==> src/rtl/mem_access_unit.sv <==
// Load/store sequencer between the MEM stage and a 64-bit-word data memory.
// Partial stores use read-modify-write; loads are lane-extracted and sign/zero-extended.
module mem_access_unit #(
    parameter int unsigned DATA_BITS = 64,
    parameter int unsigned ADDR_BITS = 64
) (
    input  logic                 clk,
    input  logic                 rst,
    input  logic                 req_valid,
    output logic                 req_ready,
    input  logic                 req_wr,
    input  logic [1:0]           req_size,
    input  logic                 req_signed,
    input  logic [ADDR_BITS-1:0] req_addr,
    input  logic [DATA_BITS-1:0] req_wdata,
    output logic                 resp_valid,
    output logic [DATA_BITS-1:0] resp_rdata,
    output logic                 resp_misaligned,
    output logic [ADDR_BITS-1:0] mem_addr,
    output logic [DATA_BITS-1:0] mem_d_in,
    input  logic [DATA_BITS-1:0] mem_d_out,
    output logic                 mem_en,
    output logic                 mem_wr
);

    typedef enum logic [2:0] {IDLE, RD, CAP, WR, RESP} state_t;

    state_t               state, state_n;
    logic                 wr_q, sgn_q;
    logic [1:0]           size_q;
    logic [2:0]           lane_q;
    logic [DATA_BITS-1:0] wdata_q;

    logic                 resp_valid_q, resp_valid_n;
    logic [DATA_BITS-1:0] resp_rdata_q, resp_rdata_n;
    logic                 resp_mis_q, resp_mis_n;
    logic [ADDR_BITS-1:0] mem_addr_q, mem_addr_n;
    logic [DATA_BITS-1:0] mem_d_in_q, mem_d_in_n;
    logic                 mem_en_q, mem_en_n;
    logic                 mem_wr_q, mem_wr_n;

    logic                 req_mis;
    logic [5:0]           shamt;
    logic [DATA_BITS-1:0] lane_mask, shifted, load_ext, merged;
    logic                 sign_bit;

    function automatic logic [DATA_BITS-1:0] size_mask(input logic [1:0] s);
        case (s)
            2'b00:   return DATA_BITS'(64'h0000_0000_0000_00FF);
            2'b01:   return DATA_BITS'(64'h0000_0000_0000_FFFF);
            2'b10:   return DATA_BITS'(64'h0000_0000_FFFF_FFFF);
            default: return '1;
        endcase
    endfunction

    assign req_ready       = (state == IDLE) && !rst;
    assign resp_valid      = resp_valid_q;
    assign resp_rdata      = resp_rdata_q;
    assign resp_misaligned = resp_mis_q;
    assign mem_addr        = mem_addr_q;
    assign mem_d_in        = mem_d_in_q;
    // Reset blocks the memory strobe in the same cycle so an in-flight WR never lands
    assign mem_en          = mem_en_q && !rst;
    assign mem_wr          = mem_wr_q && !rst;

    assign req_mis = ((req_size == 2'b01) && req_addr[0]) ||
                     ((req_size == 2'b10) && (req_addr[1:0] != 2'b00)) ||
                     ((req_size == 2'b11) && (req_addr[2:0] != 3'b000));

    // Lane extraction/extension for loads and lane merge for partial stores
    always_comb begin
        shamt     = {lane_q, 3'b000};
        lane_mask = size_mask(size_q) << shamt;
        shifted   = mem_d_out >> shamt;
        case (size_q)
            2'b00:   sign_bit = shifted[7];
            2'b01:   sign_bit = shifted[15];
            2'b10:   sign_bit = shifted[31];
            default: sign_bit = 1'b0;
        endcase
        load_ext = shifted & size_mask(size_q);
        if (sgn_q && sign_bit)
            load_ext = load_ext | ~size_mask(size_q);
        merged = (mem_d_out & ~lane_mask) | ((wdata_q << shamt) & lane_mask);
    end

    always_comb begin
        state_n      = state;
        resp_valid_n = 1'b0;
        resp_rdata_n = '0;
        resp_mis_n   = 1'b0;
        mem_en_n     = 1'b0;
        mem_wr_n     = 1'b0;
        mem_addr_n   = mem_addr_q;
        mem_d_in_n   = mem_d_in_q;
        case (state)
            IDLE: begin
                if (req_valid) begin
                    mem_addr_n = {3'b000, req_addr[ADDR_BITS-1:3]};
                    if (req_mis) begin
                        state_n      = RESP;
                        resp_valid_n = 1'b1;
                        resp_mis_n   = 1'b1;
                    end else if (req_wr && (req_size == 2'b11)) begin
                        state_n    = WR;
                        mem_en_n   = 1'b1;
                        mem_wr_n   = 1'b1;
                        mem_d_in_n = req_wdata;
                    end else begin
                        state_n  = RD;
                        mem_en_n = 1'b1;
                    end
                end
            end
            RD: state_n = CAP;
            CAP: begin
                if (wr_q) begin
                    state_n    = WR;
                    mem_en_n   = 1'b1;
                    mem_wr_n   = 1'b1;
                    mem_d_in_n = merged;
                end else begin
                    state_n      = RESP;
                    resp_valid_n = 1'b1;
                    resp_rdata_n = load_ext;
                end
            end
            WR: begin
                state_n      = RESP;
                resp_valid_n = 1'b1;
            end
            RESP:    state_n = IDLE;
            default: state_n = IDLE;
        endcase
    end

    always_ff @(posedge clk) begin
        if (rst) begin
            state        <= IDLE;
            resp_valid_q <= 1'b0;
            resp_rdata_q <= '0;
            resp_mis_q   <= 1'b0;
            mem_en_q     <= 1'b0;
            mem_wr_q     <= 1'b0;
            mem_addr_q   <= '0;
            mem_d_in_q   <= '0;
            wr_q         <= 1'b0;
            sgn_q        <= 1'b0;
            size_q       <= 2'b00;
            lane_q       <= 3'b000;
            wdata_q      <= '0;
        end else begin
            state        <= state_n;
            resp_valid_q <= resp_valid_n;
            resp_rdata_q <= resp_rdata_n;
            resp_mis_q   <= resp_mis_n;
            mem_en_q     <= mem_en_n;
            mem_wr_q     <= mem_wr_n;
            mem_addr_q   <= mem_addr_n;
            mem_d_in_q   <= mem_d_in_n;
            if ((state == IDLE) && req_valid) begin
                wr_q    <= req_wr;
                sgn_q   <= req_signed;
                size_q  <= req_size;
                lane_q  <= req_addr[2:0];
                wdata_q <= req_wdata;
            end
        end
    end

endmodule
==> config.mk <==
export PLATFORM = sky130hd
export DESIGN_NAME = mem_access_unit
export DESIGN_NICKNAME = d
export VERILOG_FILES = /design/src/rtl/mem_access_unit.sv
export SDC_FILE = /design/constraint.sdc
export NUM_CORES = 1
export LEC_CHECK = 0
export ABC_AREA = 1
export CAP_MARGIN = 20
export CORE_AREA = 2 2 215 217
export DETAILED_ROUTE_END_ITERATION = 8
export DIE_AREA = 0 0 217 219
export PLACE_DENSITY = 0.64
export SYNTH_ARGS = -nofsm -noshare
export SYNTH_HDL_FRONTEND = slang
export SYNTH_SLANG_ARGS = --single-unit
==> constraint.sdc <==
create_clock -name clk -period 2.5 [get_ports clk]
set_input_delay 0.375 -clock clk [delete_from_list [all_inputs] [get_ports clk]]
set_output_delay 0.375 -clock clk [all_outputs]
set_load 0.01 [all_outputs]
==> Word-level counts from Yosys, hierarchy flattened <==
Cells that the tools add are included.
{ "totals": {"input_bits": 199, "regBits": 267, "word_cells": 84} }
{ "classes": {"n_reduce_logical": 21, "n_shift": 3, "n_bitwise": 9, "mux": 26, "n_eq_ne": 12} }
{ "op_table": {"columns": ["op", "count"], "rows": [
  ["64-bit 2-to-1 mux", 6],
  ["64-bit AND", 3],
  ["64-bit one-hot mux with 3 select lines", 1],
  ["64-bit inverter", 2],
  ["64-bit OR", 2],
  ["64-bit one-hot mux with 2 select lines", 1],
  ["64-bit by 6-bit left shift with 64-bit output", 2],
  ["64-bit by 6-bit right shift with 64-bit output", 1],
  ["3-bit one-hot mux with 4 select lines", 1],
  ["1-bit logical AND", 9],
  ["1-bit 2-to-1 mux", 9],
  ["3-bit 2-to-1 mux", 3],
  ["2-bit == test (second input constant)", 3],
  ["3-bit by 2-bit == test with 1-bit output (second input constant)", 2],
  ["2-bit inequality test (second input constant)", 3],
  ["1-bit one-hot mux with 3 select lines", 2],
  ["5-bit AND reduction", 1],
  ["2-bit by 1-bit == test with 1-bit output (second input constant)", 2],
  ["1-bit one-hot mux with 2 select lines", 2],
  ["2-bit nonzero test", 2],
  ["3-bit by 1-bit == test with 1-bit output (second input constant)", 1],
  ["3-bit zero test", 1],
  ["3-bit nonzero test", 1],
  ["3-bit OR reduction", 1],
  ["other kinds (8)", 10]
]} }

==> Longest topological paths before layout <==
{ "logic_depth": {"word_depth": 8, "depth_mapped": 13, "mapped_depth_nobuf": 10} }

==> Worst setup path after synthesis <==
No wires, ideal clock.
{ "synth_path": {"path_type": "register -> register", "start": "reg lane_q[0]", "end": "reg resp_rdata_q[33] (netlist: resp_rdata[33])", "t_arrival_ps": 1445, "path_slack_ps": 923, "path_stages_with_launch": 11, "period_less_slack_ps": 1577, "t_required_ps": 2368, "cell_sequence": "dfxtp_1 buf_6 buf_8 nand2_1 nand3_2 nand3_1 nand3_1 nand3_2 nand2_2 buf_6 a21oi_1"} }
{ "synth_between": {"elab_chain_len": 4, "elab_cells_between_ends": 6} }
{ "synth_lines": {"columns": ["element", "line", "rtl"], "rows": [
  ["start: declaration", "31", "logic [2:0] lane_q;"],
  ["start signal: assignment", "165", "lane_q <= req_addr[2:0];"],
  ["64-bit by 6-bit right shift with 64-bit output *", "74", "shifted = mem_d_out >> shamt;"],
  ["1-bit one-hot mux with 3 select lines or 64-bit AND (tied branches)", "75, 81", null],
  ["1-bit logical AND or 64-bit OR (tied branches)", "82, 83", null],
  ["64-bit 2-to-1 mux *", "82", "if (sgn_q && sign_bit)"],
  ["end signal: assignment", "155", "resp_rdata_q <= resp_rdata_n;"],
  ["end: declaration", "35", "logic [DATA_BITS-1:0] resp_rdata_q, resp_rdata_n;"]
]} }
Every way passes the cells marked *; elsewhere a longest branch is shown, timed or not.
A chain may end at the register's enable or synchronous reset.

==> Final worst setup path <==
{ "layout_path": {"start": "reg state[0]", "end": "out req_ready"} }
{ "layout_between": {"elab_chain_len": 2} }
{ "layout_lines": {"columns": ["element", "line", "rtl"], "rows": [
  ["start: declaration", "28", "state_t state, state_n;"],
  ["start signal: assignment", "153", "state <= state_n;"],
  ["3-bit zero test", "56", "assign req_ready = (state == IDLE) && !rst;"],
  ["1-bit logical AND", "56", null],
  ["end: declaration", "10", "output logic req_ready,"]
]} }
Every way passes these cells.

==> results.md <==
- Shortest period the worst path allows: 2.24 ns
- Global placement routability congestion: 0.976
- Startpoint-to-endpoint class of the critical path: register to primary output
- Worst-Margin Slew: 0.792 ns
- Crit path required time: 2.12 ns
- Pleak: 7.30 nW
- Vias in the first global route: 14.8k
- Final period util: 89.7%
- Worst EP arrival: 1.87 ns
- Post-DP HPWL: 49200 um
- Hold Violations, Final: 0
- PwrDens: 660 nW/um^2
- Synthesized area per cell: 6.77 um^2
- H-tree level count: 1
- Die Footprint: 47500 um^2
- Clock transition at the register clock pins on the worst setup and hold paths after CTS: 0.06 ns
- DRT antenna net count: 0
- Worst-case clock skew: 0.0287 ns
- Largest incremental delay on the critical path: 0.62 ns
- Number of nets in the finished design: 2513
- Placed cells: 2881
- Count of different cell masters after synthesis: 40
- Number of buffers added by the clock tree synthesis step: 31
- Unrepaired setup endpoints after global routing: false
- Cts repair resizes: 0
- Horiz. Die Dim: 217 um
- Maximum operating frequency: 0.446 GHz
- Path type of the worst min-delay path: primary input to register
- Pre-CTS setup slack: 0.319 ns
- Via count of the routed design: 15.2k
- Post-route setup slack: 0.258 ns
- Post-CTS Setup Bufs: 0
- Part of the Yosys area used for sequential elements: 40.0%
- MaxCap Viol Count: 0
- Status: complete, no violations
- Peak supply drop: 501 uV
- CP max FO: 4
- Hold-fix buffer count after cts: 0
- Slowest stage cell on the critical path: clkdlybuf4s50_1
- Cell type with the highest occurrence count on the critical path: nor2_1
- Syn. warnings: 0
- Top-level I/O count: 396
- Clock latency reported for the late side of the worst-skew pair: 0.61 ns
- Post-DR vias/cell: 5.18
- Non-filler instance count after layout: 2938
- Synthesized flop and latch total: 267
- Finished Core Util: 42.1%
- Share of the synthesized area in the top cell type: 40.0%
- First drt pass iteration count: 5
- Detailed-route wire length: 63200 um
- Antenna violations before repair: 6
- Area of the placeable core: 45100 um^2
- Setup-failing EPs final: 0
- Overflow after GRT: 0
- Global routing usage summed across all routing layers: 25.8%
- DRC marker count from the first detailed-route iteration: 1442
- Final max-slew violation count: 0
- Clock tree from TritonCTS: yes
- Row Count: 78
- Crit-path cells: nor2_1 -> nand2_1 -> nor2_1 -> clkdlybuf4s50_1
- Ranking of synthesized cells by area: dfxtp_1 (40%), nand2_1 (16%), a21oi_1 (12%)
- Synth-to-layout area growth: 42.0%
- Setup TNS Final: 0 ns
- Normalized max-slew margin: 47.0%
- Clock Path Buffers: 3
- Effective utilization at floorplan: 29.6%
- Total clock sinks: 267
- Sort of element at the end of the critical path: primary output
- Die Height: 219 um
- Buffer type at the clock tree root: clkbuf_16
- First-pass GRT wire length: 92800 um
- Layout cell share with drive strength beyond 1: 7.02%
- PortBufs: 392
- Top library cells by usage in the layout, fill and taps aside: nand2_1 (556), clkdlybuf4s50_1 (391), a21oi_1 (330)
- Count of fill cells added during filler insertion: 4733
- Area leader, netlist: dfxtp_1
- Largest net degree at the start of global routing: 87
- Most common cell after layout, fill and taps aside: nand2_1
- CP Launch Type: register
- Average wire per standard cell: 21.5 um
- Area of the mapped netlist: 13400 um^2
- Number of cells produced by synthesis: 1973
- Post-route DRC: 0
power by group:
part / switching [W] / total (W) / internal [W]
combinational: 0.00198 / 0.00319 / 0.00121
clock: 0.00198 / 0.00467 / 0.00269
sequential: 0.000161 / 0.00466 / 0.00450
total: 0.00413 / 0.0125 / 0.00841
final timing paths:
| path | slack, ns | to | from | cells past startpoint |
|---|---|---|---|---|
| setup / recovery | 0.26 | req_ready | state[0] | 4 |
| hold / removal | 0.34 | mem_addr[38] | req_addr[41] | 3 |
| setup reg to reg | 0.28 | mem_d_in[42] | lane_q[1] | 9 |
| hold reg to reg | 0.47 | mem_addr[10] | mem_addr[10] | 2 |
area by class of cell:
class                   count  area (um^2)  area share (%)
repair buffers            466         4640            24.4
inverters                 113          424            2.24
diodes                      1         2.50          0.0132
flip-flops and latches    267         5350            28.2
clock buffers              40          881            4.64
clock inverters            16          155           0.818
multi-input cells        1435         6770            35.7
well taps                 600          751            3.96
per-layer routing:
metal / GRT usage [%] / routed length, um
met1: 32.7 / 26200
met2: 42.3 / 28500
met3: 7.15 / 6240
met4: 8.52 / 2110
met5: 0 / 70
stage by stage:
step,instance area [um^2],hold slack [ns],power (W)
floorplan,13400,0.439,0.00644
global placement,17900,0.452,0.00789
detailed placement,17900,0.458,0.00790
CTS,19000,0.318,0.0126
global route,19000,0.343,0.0131
finish,19000,0.341,0.0125
synth_stat cells:
| cell | number |
|---|---|
| nand2_1 | 558 |
| a21oi_1 | 330 |
| dfxtp_1 | 267 |
| o21ai_0 | 232 |
| inv_1 | 107 |
| nor2_1 | 93 |
| clkbuf_1 | 84 |
| nand3_1 | 67 |
| o211ai_1 | 58 |
| buf_2 | 36 |
| o21ai_1 | 21 |
| buf_4 | 17 |
| buf_6 | 16 |
| o211a_1 | 8 |
| or2_2 | 8 |
| a211oi_1 | 7 |
| a22oi_1 | 7 |
| buf_1 | 6 |
| mux2i_1 | 6 |
| nand3b_1 | 6 |
| inv_2 | 4 |
| nand2_2 | 4 |
| nand3_2 | 4 |
| nor2_4 | 4 |
| a311oi_1 | 3 |
| o22ai_1 | 3 |
| clkinv_1 | 2 |
| nand4_1 | 2 |
| o21a_1 | 2 |
| a21o_1 | 1 |
| a21oi_2 | 1 |
| a31oi_4 | 1 |
| and2_1 | 1 |
| and3_1 | 1 |
| buf_8 | 1 |
| conb_1 | 1 |
| nand3_4 | 1 |
| o21ai_2 | 1 |
| o21bai_1 | 1 |
| o31ai_1 | 1 |
cells by family after synthesis:
logic type	count (synthesis)	share of synthesized area (%)
and+or+nand+nor	749	22.7
buffers and inverters	273	9.47
muxes	6	0.450
other	1	0.0281
DFF	267	40.0
AOI/OAI and AO/OA	677	27.4
critical path: cells and delay by family (launching register included):
family / cells / cell delay (ns)
AND/OR/NAND/NOR: 3 / 0.31
flip-flops: 1 / 0.36
buffers and inverters: 1 / 0.62
registers in the layout, summed over array words and instances, names as in the netlist:
register	flops
wdata_q	64
size_q	2
resp_valid	1
mem_addr	61
state	3
wr_q	1
lane_q	3
resp_misaligned	1
mem_en_q	1
mem_wr_q	1
sgn_q	1
mem_d_in	64
resp_rdata	64
(Power assumes the default switching activity.)
